==> src/rtl/instr_encoder.sv <==
// Instruction encoder: packs RV32 register/immediate fields into 32-bit words and
// queues each word, tagged with a sequential address, in a two-entry output FIFO.
package instr_encoder_pkg;
    typedef enum logic [6:0] {
        lw_op         = 7'b0000011,
        i_type_alu_op = 7'b0010011,
        sw_op         = 7'b0100011,
        r_type_op     = 7'b0110011,
        beq_op        = 7'b1100011,
        jal_op        = 7'b1101111
    } opcodetype_t;
endpackage

module instr_encoder
    import instr_encoder_pkg::*;
#(
    parameter logic [31:0] RESET_ADDR = 32'h0000_0000,
    parameter int          DEPTH      = 2
) (
    input  logic        clk,
    input  logic        reset_n,
    input  logic        restart,
    input  logic        in_valid,
    output logic        in_ready,
    input  opcodetype_t in_op,
    input  logic [4:0]  in_rd,
    input  logic [4:0]  in_rs1,
    input  logic [4:0]  in_rs2,
    input  logic [2:0]  in_funct3,
    input  logic [6:0]  in_funct7,
    input  logic [31:0] in_imm,
    output logic        out_valid,
    input  logic        out_ready,
    output logic [31:0] out_instr,
    output logic [31:0] out_addr,
    output logic        err_valid,
    output logic [1:0]  err_code,
    output logic [15:0] out_count
);

    logic [6:0]  w_op;
    logic [31:0] w_instr;
    logic        w_illegal;
    logic        w_misaligned;
    logic        w_range;
    logic        w_err;
    logic [1:0]  w_code;
    logic        w_imm_i_ok;
    logic        w_imm_b_ok;
    logic        w_imm_j_ok;
    logic        w_full;
    logic        w_empty;
    logic        w_accept;
    logic        w_push;
    logic        w_pop;

    logic [31:0] r_mem_instr [2];
    logic [31:0] r_mem_addr  [2];
    logic        r_wr_ptr;
    logic        r_rd_ptr;
    logic [1:0]  r_count;
    logic [31:0] r_addr;
    logic        r_err_valid;
    logic [1:0]  r_err_code;
    logic [15:0] r_out_count;

    assign w_op = in_op;

    // An immediate fits when every bit above the field's sign bit copies that sign bit.
    assign w_imm_i_ok = (in_imm[31:11] == '0) || (in_imm[31:11] == '1);
    assign w_imm_b_ok = (in_imm[31:12] == '0) || (in_imm[31:12] == '1);
    assign w_imm_j_ok = (in_imm[31:20] == '0) || (in_imm[31:20] == '1);

    always_comb begin
        w_instr      = '0;
        w_illegal    = 1'b0;
        w_misaligned = 1'b0;
        w_range      = 1'b0;
        case (in_op)
            r_type_op: begin
                w_instr = {in_funct7, in_rs2, in_rs1, in_funct3, in_rd, w_op};
            end
            lw_op, i_type_alu_op: begin
                w_instr = {in_imm[11:0], in_rs1, in_funct3, in_rd, w_op};
                w_range = !w_imm_i_ok;
            end
            sw_op: begin
                w_instr = {in_imm[11:5], in_rs2, in_rs1, in_funct3, in_imm[4:0], w_op};
                w_range = !w_imm_i_ok;
            end
            beq_op: begin
                w_instr      = {in_imm[12], in_imm[10:5], in_rs2, in_rs1, in_funct3,
                                in_imm[4:1], in_imm[11], w_op};
                w_misaligned = in_imm[0];
                w_range      = !w_imm_b_ok;
            end
            jal_op: begin
                w_instr      = {in_imm[20], in_imm[10:1], in_imm[11], in_imm[19:12],
                                in_rd, w_op};
                w_misaligned = in_imm[0];
                w_range      = !w_imm_j_ok;
            end
            default: begin
                w_illegal = 1'b1;
            end
        endcase
    end

    always_comb begin
        w_code = 2'd0;
        if (w_illegal) begin
            w_code = 2'd1;
        end else if (w_misaligned) begin
            w_code = 2'd3;
        end else if (w_range) begin
            w_code = 2'd2;
        end
    end

    assign w_err    = w_illegal || w_misaligned || w_range;
    assign w_full   = (r_count == 2'(DEPTH));
    assign w_empty  = (r_count == 2'd0);
    assign in_ready = !w_full && !restart && reset_n;
    assign w_accept = in_valid && in_ready;
    assign w_push   = w_accept && !w_err;
    assign w_pop    = !w_empty && out_ready;

    // Storage carries no reset; occupancy is tracked by r_count alone.
    always_ff @(posedge clk) begin
        if (w_push) begin
            r_mem_instr[r_wr_ptr] <= w_instr;
            r_mem_addr[r_wr_ptr]  <= r_addr;
        end
    end

    always_ff @(posedge clk) begin
        if (!reset_n) begin
            r_wr_ptr    <= 1'b0;
            r_rd_ptr    <= 1'b0;
            r_count     <= 2'd0;
            r_addr      <= RESET_ADDR;
            r_err_valid <= 1'b0;
            r_err_code  <= 2'd0;
            r_out_count <= 16'd0;
        end else if (restart) begin
            r_wr_ptr    <= 1'b0;
            r_rd_ptr    <= 1'b0;
            r_count     <= 2'd0;
            r_addr      <= RESET_ADDR;
            r_err_valid <= 1'b0;
            r_err_code  <= 2'd0;
        end else begin
            if (w_push) begin
                r_wr_ptr <= ~r_wr_ptr;
                r_addr   <= r_addr + 32'd4;
            end
            if (w_pop) begin
                r_rd_ptr    <= ~r_rd_ptr;
                r_out_count <= r_out_count + 16'd1;
            end
            r_count     <= r_count + {1'b0, w_push} - {1'b0, w_pop};
            r_err_valid <= w_accept && w_err;
            r_err_code  <= (w_accept && w_err) ? w_code : 2'd0;
        end
    end

    assign out_valid = !w_empty;
    assign out_instr = r_mem_instr[r_rd_ptr];
    assign out_addr  = r_mem_addr[r_rd_ptr];
    assign err_valid = r_err_valid;
    assign err_code  = r_err_code;
    assign out_count = r_out_count;

endmodule

==> config.mk <==
export PLATFORM = sky130hd
export DESIGN_NAME = instr_encoder
export DESIGN_NICKNAME = d
export VERILOG_FILES = /design/src/rtl/instr_encoder.sv
export SDC_FILE = /design/constraint.sdc
export NUM_CORES = 1
export LEC_CHECK = 0
export CAP_MARGIN = 20
export CORE_MARGIN = 4
export CORE_UTILIZATION = 50
export CTS_CLUSTER_SIZE = 8
export DETAILED_ROUTE_END_ITERATION = 6
export PLACE_DENSITY = 0.89
export SYNTH_ARGS = -nofsm -noshare
export SYNTH_HDL_FRONTEND = slang
export SYNTH_SLANG_ARGS = --single-unit
==> constraint.sdc <==
create_clock -name clk -period 11.65 [get_ports clk]
set_input_delay 3.495 -clock clk [delete_from_list [all_inputs] [get_ports clk]]
set_output_delay 3.495 -clock clk [all_outputs]
set_load 0.02 [all_outputs]
After elaboration in Yosys (flattened, before gate mapping):

Memory sizes are Yosys's and may differ from the RTL's. A register that Yosys moved wholly into a read port is not among the register bits.
Index checks and enable logic that the tools add are counted.

* register bits: 55
* bits in writable memories: 128
* input bits: 69
* output and inout port bits: 85
* word-level logic and storage cells: 73
* memories: 2

* add/subtract/negate cells: 4
* eq/ne operators: 10
* mux-type cells: 13
* bitwise gates (word level): 6
* reductions and logical operators: 30

Memories
* r_mem_addr: words 2, bits a word 32, rd ports 1, clocked after memory_dff 1, wr ports 1, line 58 `logic [31:0] r_mem_addr [2];`
* r_mem_instr: words 2, bits a word 32, rd ports 1, clocked after memory_dff 1, wr ports 1, line 57 `logic [31:0] r_mem_instr [2];`

Operators with widths (count)
* 32-bit case mux with 5 select lines: 1
* 32-bit by 3-bit adder with 32-bit output (second input constant): 1
* 21-bit == test (second input constant): 1
* 21-bit logical NOT: 1
* 20-bit == test (second input constant): 1
* 20-bit logical NOT: 1
* 16-bit by 1-bit adder with 16-bit output (second input constant): 1
* 7-bit by 6-bit == test with 1-bit output (second input constant): 2
* 7-bit == test (second input constant): 2
* 12-bit == test (second input constant): 1
* 12-bit logical NOT: 1
* 1-bit two-way mux: 9
* 7-bit by 2-bit == test with 1-bit output (second input constant): 1
* 7-bit by 5-bit == test with 1-bit output (second input constant): 1
* 1-bit logical NOT: 7
* 1-bit logical AND: 6
* 1-bit inverter: 6
* 2-bit OR reduction: 3
* 3-bit OR reduction: 2
* 6-bit OR reduction: 1
* 1-bit logical OR: 5
* 2-bit two-way mux: 2
* 4-bit OR reduction: 1
* 1-bit case mux with 3 select lines: 1
* 5 further kinds: 5

Depth between registers and ports, before layout:

Gate-level depths: netlist of the first run.

* depth after elaboration: 9
* mapped depth: 12
* mapped depth without buffers: 9

Least setup slack after synthesis of the first run:

No wires, ideal clock.

* kind: input to register
* from: input port in_op[4]
* to: memory r_mem_addr[0][10] (enable)
* library setup time: 561 ps
* data arrival time: 8868 ps
* setup slack: 2221 ps
* stages on the path: 6
* buffers on the path: 1
* cell sequence: nand2b_2 -> or3_4 -> a21oi_4 -> o211ai_4 -> buf_2 -> nor3_1

* word-level cells in the longest chain between the ends: 9

RTL lines
* start: declaration: line 25 `input opcodetype_t in_op,`
* 7-bit == test, or another cell as far along: line 79 `case (in_op)`
* 6-bit OR reduction (no source line) / 2-bit OR reduction (equally long branches)
* 1-bit two-way mux: line 79
* 1-bit logical OR: line 120 `assign w_err = w_illegal || w_misaligned || w_range;`
* 1-bit logical OR *: line 120
* 1-bit logical NOT *: line 125 `assign w_push = w_accept && !w_err;`
* 1-bit logical AND *: line 125
* 1-bit two-way mux *: line 130 `if (w_push) begin`
* 1-bit two-way mux (not written as such) *: line 132 `r_mem_addr[r_wr_ptr] <= r_addr;`
* end: declaration: line 58

Every way passes the cells marked *; elsewhere a longest branch is shown, timed or not.

Final worst setup path of the first run:

* from: input port reset_n
* to: output port in_ready

* word-level cells in the longest chain between the ends: 1

RTL lines
* start: declaration: line 21 `input logic reset_n,`
* 1-bit logical AND: line 123 `assign in_ready = !w_full && !restart && reset_n;`
* end: declaration: line 24 `output logic in_ready,`

Every way passes these cells.

==> results of run 1 <==
final cells by class:
type,count,share of cell area
Clock inverter,7,0.006417
Tap cell,211,0.02604
Multi-Input combinational cell,390,0.2817
Timing Repair Buffer,159,0.1550
Antenna cell,1,0.0002468
Sequential cell,178,0.4740
Inverter,9,0.003332
Clock buffer,25,0.05319
cell usage in the layout, fill, tap and decap left out, drive strengths merged, types with 6 or more instances in the layout:
| cell type | instances |
|---|---|
| and3 | 7 |
| and2 | 20 |
| mux2 | 62 |
| nor4 | 11 |
| a22o | 23 |
| inv | 11 |
| a21oi | 32 |
| nor3 | 8 |
| or4 | 22 |
| or2 | 7 |
| edfxtp | 124 |
| buf | 8 |
| xnor2 | 9 |
| nand2b | 6 |
| nand2 | 32 |
| nor2 | 22 |
| or3 | 9 |
| clkdlybuf4s50 | 151 |
| nand3 | 24 |
| nand4 | 16 |
| o21ai | 9 |
| clkbuf | 25 |
| dfxtp | 54 |
| xor2 | 8 |
| o31ai | 21 |
flip-flops by register name, indices dropped and copies added, names as in the netlist, named ones only:
signal / count
err_code: 2
err_valid: 1
out_count: 16
r_addr: 30
r_count: 2
r_mem_addr: 60
r_mem_instr: 64
r_rd_ptr: 1
r_wr_ptr: 1
layer usage:
layer	vias to the layer above	GRT usage	wire length, µm
met3	30	0.05361	1303
li1	2652	-	-
met5	-	0	0
met2	252	0.3606	9585
met1	2796	0.2524	7513
met4	0	0.08430	307
worst max-delay path by stage:
stage / from / to / slack, ns / cells after the start
floorplan: in_op[4] / r_mem_addr[0][10] / 2.22 / 6
global placement: reset_n / in_ready / 2.80 / 5
detailed placement: reset_n / in_ready / 2.74 / 5
CTS: reset_n / in_ready / 2.73 / 5
global route: reset_n / in_ready / 2.60 / 5
finish: reset_n / in_ready / 2.74 / 5
logic make-up after synthesis:
kind of cell | Yosys count | synth area share
adders and majority gates | 4 | 0.006409
AOI/OAI and AO/OA | 108 | 0.1030
muxes | 66 | 0.09454
other | 1 | 0.0004802
DFF | 178 | 0.6153
xor gates and xnor gates | 17 | 0.01907
and+or+nand+nor | 193 | 0.1402
buffers and inverters | 37 | 0.02099
power groups by stage:
stage | combinational (mW) | clock (mW) | sequential, mW
6_report | 0.0480 | 0.570 | 0.670
5_1_grt | 0.0507 | 0.607 | 0.669
4_1_cts | 0.0473 | 0.578 | 0.670
3_5_place_dp | 0.0468 | 0 | 0.683
3_3_place_gp | 0.0450 | 0 | 0.683
2_1_floorplan | 0.0146 | 0 | 0.684
stage by stage:
step	std cells	hold slack [ns]	instance area, µm²	worst slack, ns	utilization
final	980	0.4957	10140	2.744	0.6645
after global routing	979	0.5071	10140	2.603	0.6643
after CTS	978	0.4900	10130	2.726	0.6638
after detailed placement	946	0.4722	9524	2.741	0.6242
after global placement	946	0.4468	9524	2.804	0.6242
after floorplan	605	0.4387	7812	2.221	-
==> report_table.html, run 1 <==
<table>
<tr><th>Metric</th><th>Value</th></tr>
<tr><th colspan="2">Route</th></tr>
<tr><td>Average via count per standard cell</td><td>5.847</td></tr>
<tr><td>Detailed Routing Iterations Pass 1</td><td>5</td></tr>
<tr><td>Wire length per cell after detailed routing</td><td>19.09 µm</td></tr>
<tr><td>Detailed router's first-iteration violation count</td><td>484</td></tr>
<tr><td>DRC violation count after routing</td><td>0</td></tr>
<tr><td>Final ANT Viol Nets</td><td>0</td></tr>
<tr><td>Detailed-route via count</td><td>5,730</td></tr>
<tr><td>Total wire length</td><td>18.71 mm</td></tr>
<tr><th colspan="2">Worst setup path</th></tr>
<tr><td>Buffers and inverters on the worst path</td><td>3</td></tr>
<tr><td>Max stage delay on crit path</td><td>0.75 ns</td></tr>
<tr><td>Endpoint of the most critical register-to-register path</td><td>r_mem_addr[1][25]</td></tr>
<tr><td>Worst flop-to-flop path startpoint</td><td>r_count[0]</td></tr>
<tr><td>Startpoint type of the worst setup path</td><td>input pin</td></tr>
<tr><td>Data arrival, critical path</td><td>5.41 ns</td></tr>
<tr><td>Endpoint kind of the worst setup timing path</td><td>output pin</td></tr>
<tr><td>Path depth of the worst reg2reg path</td><td>6</td></tr>
<tr><td>Category of the critical setup timing path</td><td>in -&gt; out</td></tr>
<tr><td>Dominant delay contributor by cell family on the critical path</td><td>buffers and inverters</td></tr>
<tr><td>Series of cell instances along the critical path</td><td>clkdlybuf4s50_1, nand2b_1, buf_4, a21oi_1, clkdlybuf4s50_1</td></tr>
<tr><td>Critical path's slowest cell</td><td>clkdlybuf4s50_1</td></tr>
<tr><td>Required time of the critical path</td><td>8.16 ns</td></tr>
<tr><td>Worst-path maximum fanout</td><td>31</td></tr>
<tr><td>Minimum setup slack among reg-to-reg paths</td><td>8.83 ns</td></tr>
<tr><td>Most frequent cell on the critical path</td><td>clkdlybuf4s50_1</td></tr>
<tr><th colspan="2">Place</th></tr>
<tr><td>Hpwl dp</td><td>12.78 mm</td></tr>
<tr><td>Weighted congestion at the end of routability-driven global placement</td><td>0.8961</td></tr>
<tr><td>I/O Buffers</td><td>151</td></tr>
<tr><th colspan="2">Clock network</th></tr>
<tr><td>Largest buffer count on any clock path</td><td>2</td></tr>
<tr><td>Clk Latency, worst-skew pair</td><td>0.42 ns</td></tr>
<tr><td>Cts bufs inserted</td><td>17</td></tr>
<tr><td>Gates resized, CTS repair</td><td>0</td></tr>
<tr><td>Number of H-tree branching levels</td><td>4</td></tr>
<tr><td>Quantity of hold-fixing buffers added after cts</td><td>0</td></tr>
<tr><td>Clock transition at path regs</td><td>0.06 ns</td></tr>
<tr><td>Root cell of the clock tree</td><td>clkbuf_16</td></tr>
<tr><td>Clk sinks</td><td>178</td></tr>
<tr><td>Post-CTS Setup Bufs</td><td>0</td></tr>
<tr><td>TritonCTS clock tree</td><td>built</td></tr>
<tr><th colspan="2">Timing</th></tr>
<tr><td>Crit share post-route</td><td>0.7645</td></tr>
<tr><td>Peak clock frequency supported by timing</td><td>112.3 MHz</td></tr>
<tr><td>Number of pins with negative max-slew slack in the final report</td><td>0</td></tr>
<tr><td>Setup TNS</td><td>0 ns</td></tr>
<tr><td>Worst-case clock skew</td><td>0.006848 ns</td></tr>
<tr><td>Pin slew with the least headroom to its limit</td><td>0.8567 ns</td></tr>
<tr><td>Tightest slew margin relative to the limit</td><td>0.4261</td></tr>
<tr><td>Count of endpoints failing hold in the final timing report</td><td>0</td></tr>
<tr><td>Unrepaired setup endpoints after global routing</td><td>no</td></tr>
<tr><td>Count of endpoints failing setup in the final report</td><td>0</td></tr>
<tr><td>Clock period minus worst slack</td><td>8.906 ns</td></tr>
<tr><th colspan="2">Floorplanning</th></tr>
<tr><td>Boundary Pins</td><td>154</td></tr>
<tr><td>Site Rows</td><td>45</td></tr>
<tr><td>Effective utilization at floorplan</td><td>0.5118</td></tr>
<tr><td>Floorplan Core Area</td><td>0.01526 mm²</td></tr>
<tr><td>Die height</td><td>133.0 µm</td></tr>
<tr><td>DIE AREA</td><td>0.01768 mm²</td></tr>
<tr><td>Die X</td><td>133.0 µm</td></tr>
<tr><th colspan="2">Yosys</th></tr>
<tr><td>Cell type with the highest aggregate area in the netlist</td><td>edfxtp_1</td></tr>
<tr><td>Number of enable-type register cells in the synthesized netlist</td><td>124</td></tr>
<tr><td>Most common cell in the netlist</td><td>edfxtp_1</td></tr>
<tr><td>Area share of the largest cell type after synthesis</td><td>0.4768</td></tr>
<tr><td>Seq/Total Area, Yosys</td><td>0.6153</td></tr>
<tr><td>Most common flop cell mapped by yosys</td><td>edfxtp_1</td></tr>
<tr><td>Netlist area before placement</td><td>0.007809 mm²</td></tr>
<tr><td>Number of warnings issued by yosys</td><td>0</td></tr>
<tr><td>Proportion of register bits with asynchronous set or reset after synthesis</td><td>0</td></tr>
<tr><td>Ranking of synthesized cells by instance count</td><td>124 x edfxtp_1, 62 x mux2_2, 54 x dfxtp_1, 32 x nand2_1, 31 x a21oi_1</td></tr>
<tr><td>Register bit count reported by yosys</td><td>178</td></tr>
<tr><td>Count of mapped cells out of synthesis</td><td>604</td></tr>
<tr><td>Mapped Avg Cell Area</td><td>12.93 µm²</td></tr>
<tr><td>Top area cells in the synthesized netlist</td><td>edfxtp_1 48%, dfxtp_1 14%, mux2_2 8.9%</td></tr>
<tr><td>Number of unique standard cell types used by synthesis</td><td>61</td></tr>
<tr><th colspan="2">Global route</th></tr>
<tr><td>Global-route wire length before repair</td><td>29.62 mm</td></tr>
<tr><td>GRT Resource Usage Total</td><td>0.2099</td></tr>
<tr><td>Pin count of the biggest net entering global routing</td><td>63</td></tr>
<tr><td>Number of antenna violations at the first check in global routing</td><td>1</td></tr>
<tr><td>Grt ovf</td><td>0</td></tr>
<tr><td>Number of global-route vias before repair</td><td>5,731</td></tr>
<tr><th colspan="2">Power and ir drop</th></tr>
<tr><td>Switching power total</td><td>0.2477 mW</td></tr>
<tr><td>Static leakage</td><td>3.588 nW</td></tr>
<tr><td>Relative contribution of the clock network to total power</td><td>0.443</td></tr>
<tr><td>IR Drop Worst-Case VDD</td><td>0.09704 mV</td></tr>
<tr><td>Combinational Power Share</td><td>0.037</td></tr>
<tr><td>Switching fraction of total power</td><td>0.1924</td></tr>
<tr><td>Internal power</td><td>1.040 mW</td></tr>
<tr><td>Power density over cell area</td><td>127.0 mW/mm²</td></tr>
<tr><td>Sequential Power Share</td><td>0.520</td></tr>
<tr><td>Post-route total power</td><td>1.287 mW</td></tr>
<tr><th colspan="2">Final layout</th></tr>
<tr><td>Share of cells above drive strength 1</td><td>0.1549</td></tr>
<tr><td>Layout Nets</td><td>828</td></tr>
<tr><td>Register area</td><td>0.004806 mm²</td></tr>
<tr><td>Number of fill cells</td><td>1,097</td></tr>
<tr><td>Signed area change from the synthesized netlist to the final layout</td><td>29.84%</td></tr>
<tr><td>Multi-input logic area</td><td>0.002856 mm²</td></tr>
<tr><th colspan="2">Min path</th></tr>
<tr><td>Hold path depth</td><td>0</td></tr>
<tr><td>Endpoint with the worst hold slack</td><td>r_mem_addr[1][31]</td></tr>
<tr><td>Hold Crit Class</td><td>reg -&gt; reg</td></tr>
<tr><td>Hold Startpoint</td><td>r_addr[31]</td></tr>
<tr><th colspan="2">Run</th></tr>
<tr><td>Max_cap viols</td><td>0</td></tr>
<tr><th colspan="2">Outcome</th></tr>
<tr><td>Outcome</td><td>completed</td></tr>
</table>
(Power assumes the default switching activity.)
==> inputs of run 2 (changes only) <==
Clock period 11.65 ns to 8.45 ns, I/O delays scaled along.
==> report_table.html, run 2 (synthesized netlist as in run 1, its figures left out) <==
<table>
<tr><th>Metric</th><th>Value</th></tr>
<tr><th colspan="2">Outcome</th></tr>
<tr><td>Outcome</td><td>completed</td></tr>
<tr><th colspan="2">Floorplanning</th></tr>
<tr><td>Die X</td><td>133.0 µm</td></tr>
<tr><td>Die height</td><td>133.0 µm</td></tr>
<tr><td>Floorplan Core Area</td><td>0.01526 mm²</td></tr>
<tr><td>Site Rows</td><td>45</td></tr>
<tr><td>Boundary Pins</td><td>154</td></tr>
<tr><td>DIE AREA</td><td>0.01768 mm²</td></tr>
<tr><td>Effective utilization at floorplan</td><td>0.5118</td></tr>
<tr><th colspan="2">Worst setup path</th></tr>
<tr><td>Worst-path maximum fanout</td><td>31</td></tr>
<tr><td>Path depth of the worst reg2reg path</td><td>6</td></tr>
<tr><td>Buffers and inverters on the worst path</td><td>3</td></tr>
<tr><td>Most frequent cell on the critical path</td><td>clkdlybuf4s50_1</td></tr>
<tr><td>Minimum setup slack among reg-to-reg paths</td><td>5.51 ns</td></tr>
<tr><td>Startpoint of the most critical setup path</td><td>reset_n</td></tr>
<tr><td>Critical path's slowest cell</td><td>clkdlybuf4s50_1</td></tr>
<tr><td>Dominant delay contributor by cell family on the critical path</td><td>buffers and inverters</td></tr>
<tr><td>Worst flop-to-flop path startpoint</td><td>r_count[0]</td></tr>
<tr><td>Series of cell instances along the critical path</td><td>clkdlybuf4s50_1, nand2b_1, buf_4, a21oi_1, clkdlybuf4s50_1</td></tr>
<tr><td>Data arrival, critical path</td><td>4.47 ns</td></tr>
<tr><td>Worst setup path end</td><td>in_ready</td></tr>
<tr><td>Endpoint of the most critical register-to-register path</td><td>r_mem_addr[1][21]</td></tr>
<tr><td>Logic depth of the worst path, buffers included</td><td>5</td></tr>
<tr><td>Required time of the critical path</td><td>5.92 ns</td></tr>
<tr><td>Endpoint kind of the worst setup timing path</td><td>output pin</td></tr>
<tr><td>Startpoint type of the worst setup path</td><td>input pin</td></tr>
<tr><td>Category of the critical setup timing path</td><td>in -&gt; out</td></tr>
<tr><td>Max stage delay on crit path</td><td>0.77 ns</td></tr>
<tr><th colspan="2">Place</th></tr>
<tr><td>I/O Buffers</td><td>151</td></tr>
<tr><td>Pre-CTS worst setup slack</td><td>1.487 ns</td></tr>
<tr><td>Post-Place Cells</td><td>947</td></tr>
<tr><td>Hpwl dp</td><td>13.13 mm</td></tr>
<tr><td>Placed cell areas</td><td>0.009538 mm²</td></tr>
<tr><td>Weighted congestion at the end of routability-driven global placement</td><td>0.8728</td></tr>
<tr><th colspan="2">Final layout</th></tr>
<tr><td>Signed area change from the synthesized netlist to the final layout</td><td>29.80%</td></tr>
<tr><td>Share of cells above drive strength 1</td><td>0.1576</td></tr>
<tr><td>Register bank with the most flops</td><td>r_mem_instr</td></tr>
<tr><td>Highest-count cells in the layout ignoring fill and taps</td><td>151 x clkdlybuf4s50_1, 124 x edfxtp_1, 62 x mux2_2</td></tr>
<tr><td>Largest register FFs</td><td>64</td></tr>
<tr><td>Layout Utilization</td><td>0.6643</td></tr>
<tr><td>Finished Layout Cells</td><td>979</td></tr>
<tr><td>Fin area</td><td>0.01014 mm²</td></tr>
<tr><td>Number of diodes added for antenna fixing</td><td>0</td></tr>
<tr><td>Largest registers in the final layout</td><td>r_mem_instr x64, r_mem_addr x60, r_addr x30</td></tr>
<tr><td>Layout Nets</td><td>828</td></tr>
<tr><td>Most frequent standard cell in the layout excluding fill and tap cells</td><td>clkdlybuf4s50_1</td></tr>
<tr><th colspan="2">Timing</th></tr>
<tr><td>Worst Slack Setup Final</td><td>1.448 ns</td></tr>
<tr><td>Crit share post-route</td><td>0.8286</td></tr>
<tr><td>Worst-case hold slack</td><td>0.4748 ns</td></tr>
<tr><td>Worst-case clock skew</td><td>0.008133 ns</td></tr>
<tr><td>Clock period minus worst slack</td><td>7.002 ns</td></tr>
<tr><td>Setup TNS</td><td>0 ns</td></tr>
<tr><td>Count of endpoints failing hold in the final timing report</td><td>0</td></tr>
<tr><td>Count of endpoints failing setup in the final report</td><td>0</td></tr>
<tr><td>Peak clock frequency supported by timing</td><td>142.8 MHz</td></tr>
<tr><td>Number of pins with negative max-slew slack in the final report</td><td>0</td></tr>
<tr><td>Unrepaired setup endpoints after global routing</td><td>no</td></tr>
<tr><td>Pin slew with the least headroom to its limit</td><td>0.9595 ns</td></tr>
<tr><td>Tightest slew margin relative to the limit</td><td>0.3604</td></tr>
<tr><th colspan="2">Min path</th></tr>
<tr><td>Hold Crit Class</td><td>reg -&gt; reg</td></tr>
<tr><td>Hold path depth</td><td>0</td></tr>
<tr><th colspan="2">Clock network</th></tr>
<tr><td>Clock transition at path regs</td><td>0.07 ns</td></tr>
<tr><td>Quantity of hold-fixing buffers added after cts</td><td>0</td></tr>
<tr><td>Largest buffer count on any clock path</td><td>2</td></tr>
<tr><td>Root cell of the clock tree</td><td>clkbuf_16</td></tr>
<tr><td>Clk sinks</td><td>178</td></tr>
<tr><td>Post-CTS Setup Bufs</td><td>0</td></tr>
<tr><td>Number of H-tree branching levels</td><td>4</td></tr>
<tr><td>Gates resized, CTS repair</td><td>0</td></tr>
<tr><td>Cts bufs inserted</td><td>17</td></tr>
<tr><td>Clk Latency, worst-skew pair</td><td>0.43 ns</td></tr>
<tr><td>TritonCTS clock tree</td><td>built</td></tr>
<tr><th colspan="2">Power and ir drop</th></tr>
<tr><td>Static leakage</td><td>3.580 nW</td></tr>
<tr><td>IR Drop Worst-Case VDD</td><td>0.1398 mV</td></tr>
<tr><td>Power density over cell area</td><td>174.2 mW/mm²</td></tr>
<tr><td>Post-route total power</td><td>1.766 mW</td></tr>
<tr><th colspan="2">Global route</th></tr>
<tr><td>GRT Resource Usage Total</td><td>0.2180</td></tr>
<tr><td>Pin count of the biggest net entering global routing</td><td>63</td></tr>
<tr><td>Number of antenna violations at the first check in global routing</td><td>0</td></tr>
<tr><td>Grt ovf</td><td>0</td></tr>
<tr><td>Global-route wire length before repair</td><td>30.57 mm</td></tr>
<tr><td>Number of global-route vias before repair</td><td>5,827</td></tr>
<tr><th colspan="2">Route</th></tr>
<tr><td>Final ANT Viol Nets</td><td>0</td></tr>
<tr><td>Average via count per standard cell</td><td>5.888</td></tr>
<tr><td>Detailed-route via count</td><td>5,764</td></tr>
<tr><td>Wire length per cell after detailed routing</td><td>19.75 µm</td></tr>
<tr><td>DRC violation count after routing</td><td>0</td></tr>
<tr><td>Total wire length</td><td>19.33 mm</td></tr>
<tr><td>Detailed Routing Iterations Pass 1</td><td>5</td></tr>
<tr><td>Detailed router's first-iteration violation count</td><td>521</td></tr>
<tr><th colspan="2">Run</th></tr>
<tr><td>Max_cap viols</td><td>0</td></tr>
</table>
==> run 2: cell type report <==
type	instances	area [µm²]
fill	1047	5122
timing repair buffer	159	1572
multi-input combinational	390	2863
clock buffer	21	514.2
sequential	178	4806
tap	211	264.0
inverter	9	33.78
clock inverter	11	83.83
==> run 2: worst min path at each step <==
stage,start,endpoint,slack [ns]
3_5_place_dp,r_addr[31],r_mem_addr[0][31],0.45
4_1_cts,r_addr[31],r_mem_addr[0][31],0.47
6_report,r_addr[31],r_mem_addr[0][31],0.47
2_1_floorplan,r_addr[31],r_mem_addr[0][31],0.44
5_1_grt,r_addr[31],r_mem_addr[0][31],0.52
3_3_place_gp,r_addr[31],r_mem_addr[0][31],0.45
==> run 2: power breakdown <==
part	switching (mW)	internal (mW)
clock	0.335	0.442
combinational	0.0303	0.0364
sequential	0.000175	0.923
==> run 2: layer usage <==
metal	global-route usage	up-vias	routed length [µm]
met5	0	-	0
met2	0.3725	311	9739
li1	-	2641	-
met3	0.06958	45	1680
met1	0.2627	2767	7519
met4	0.06928	0	392
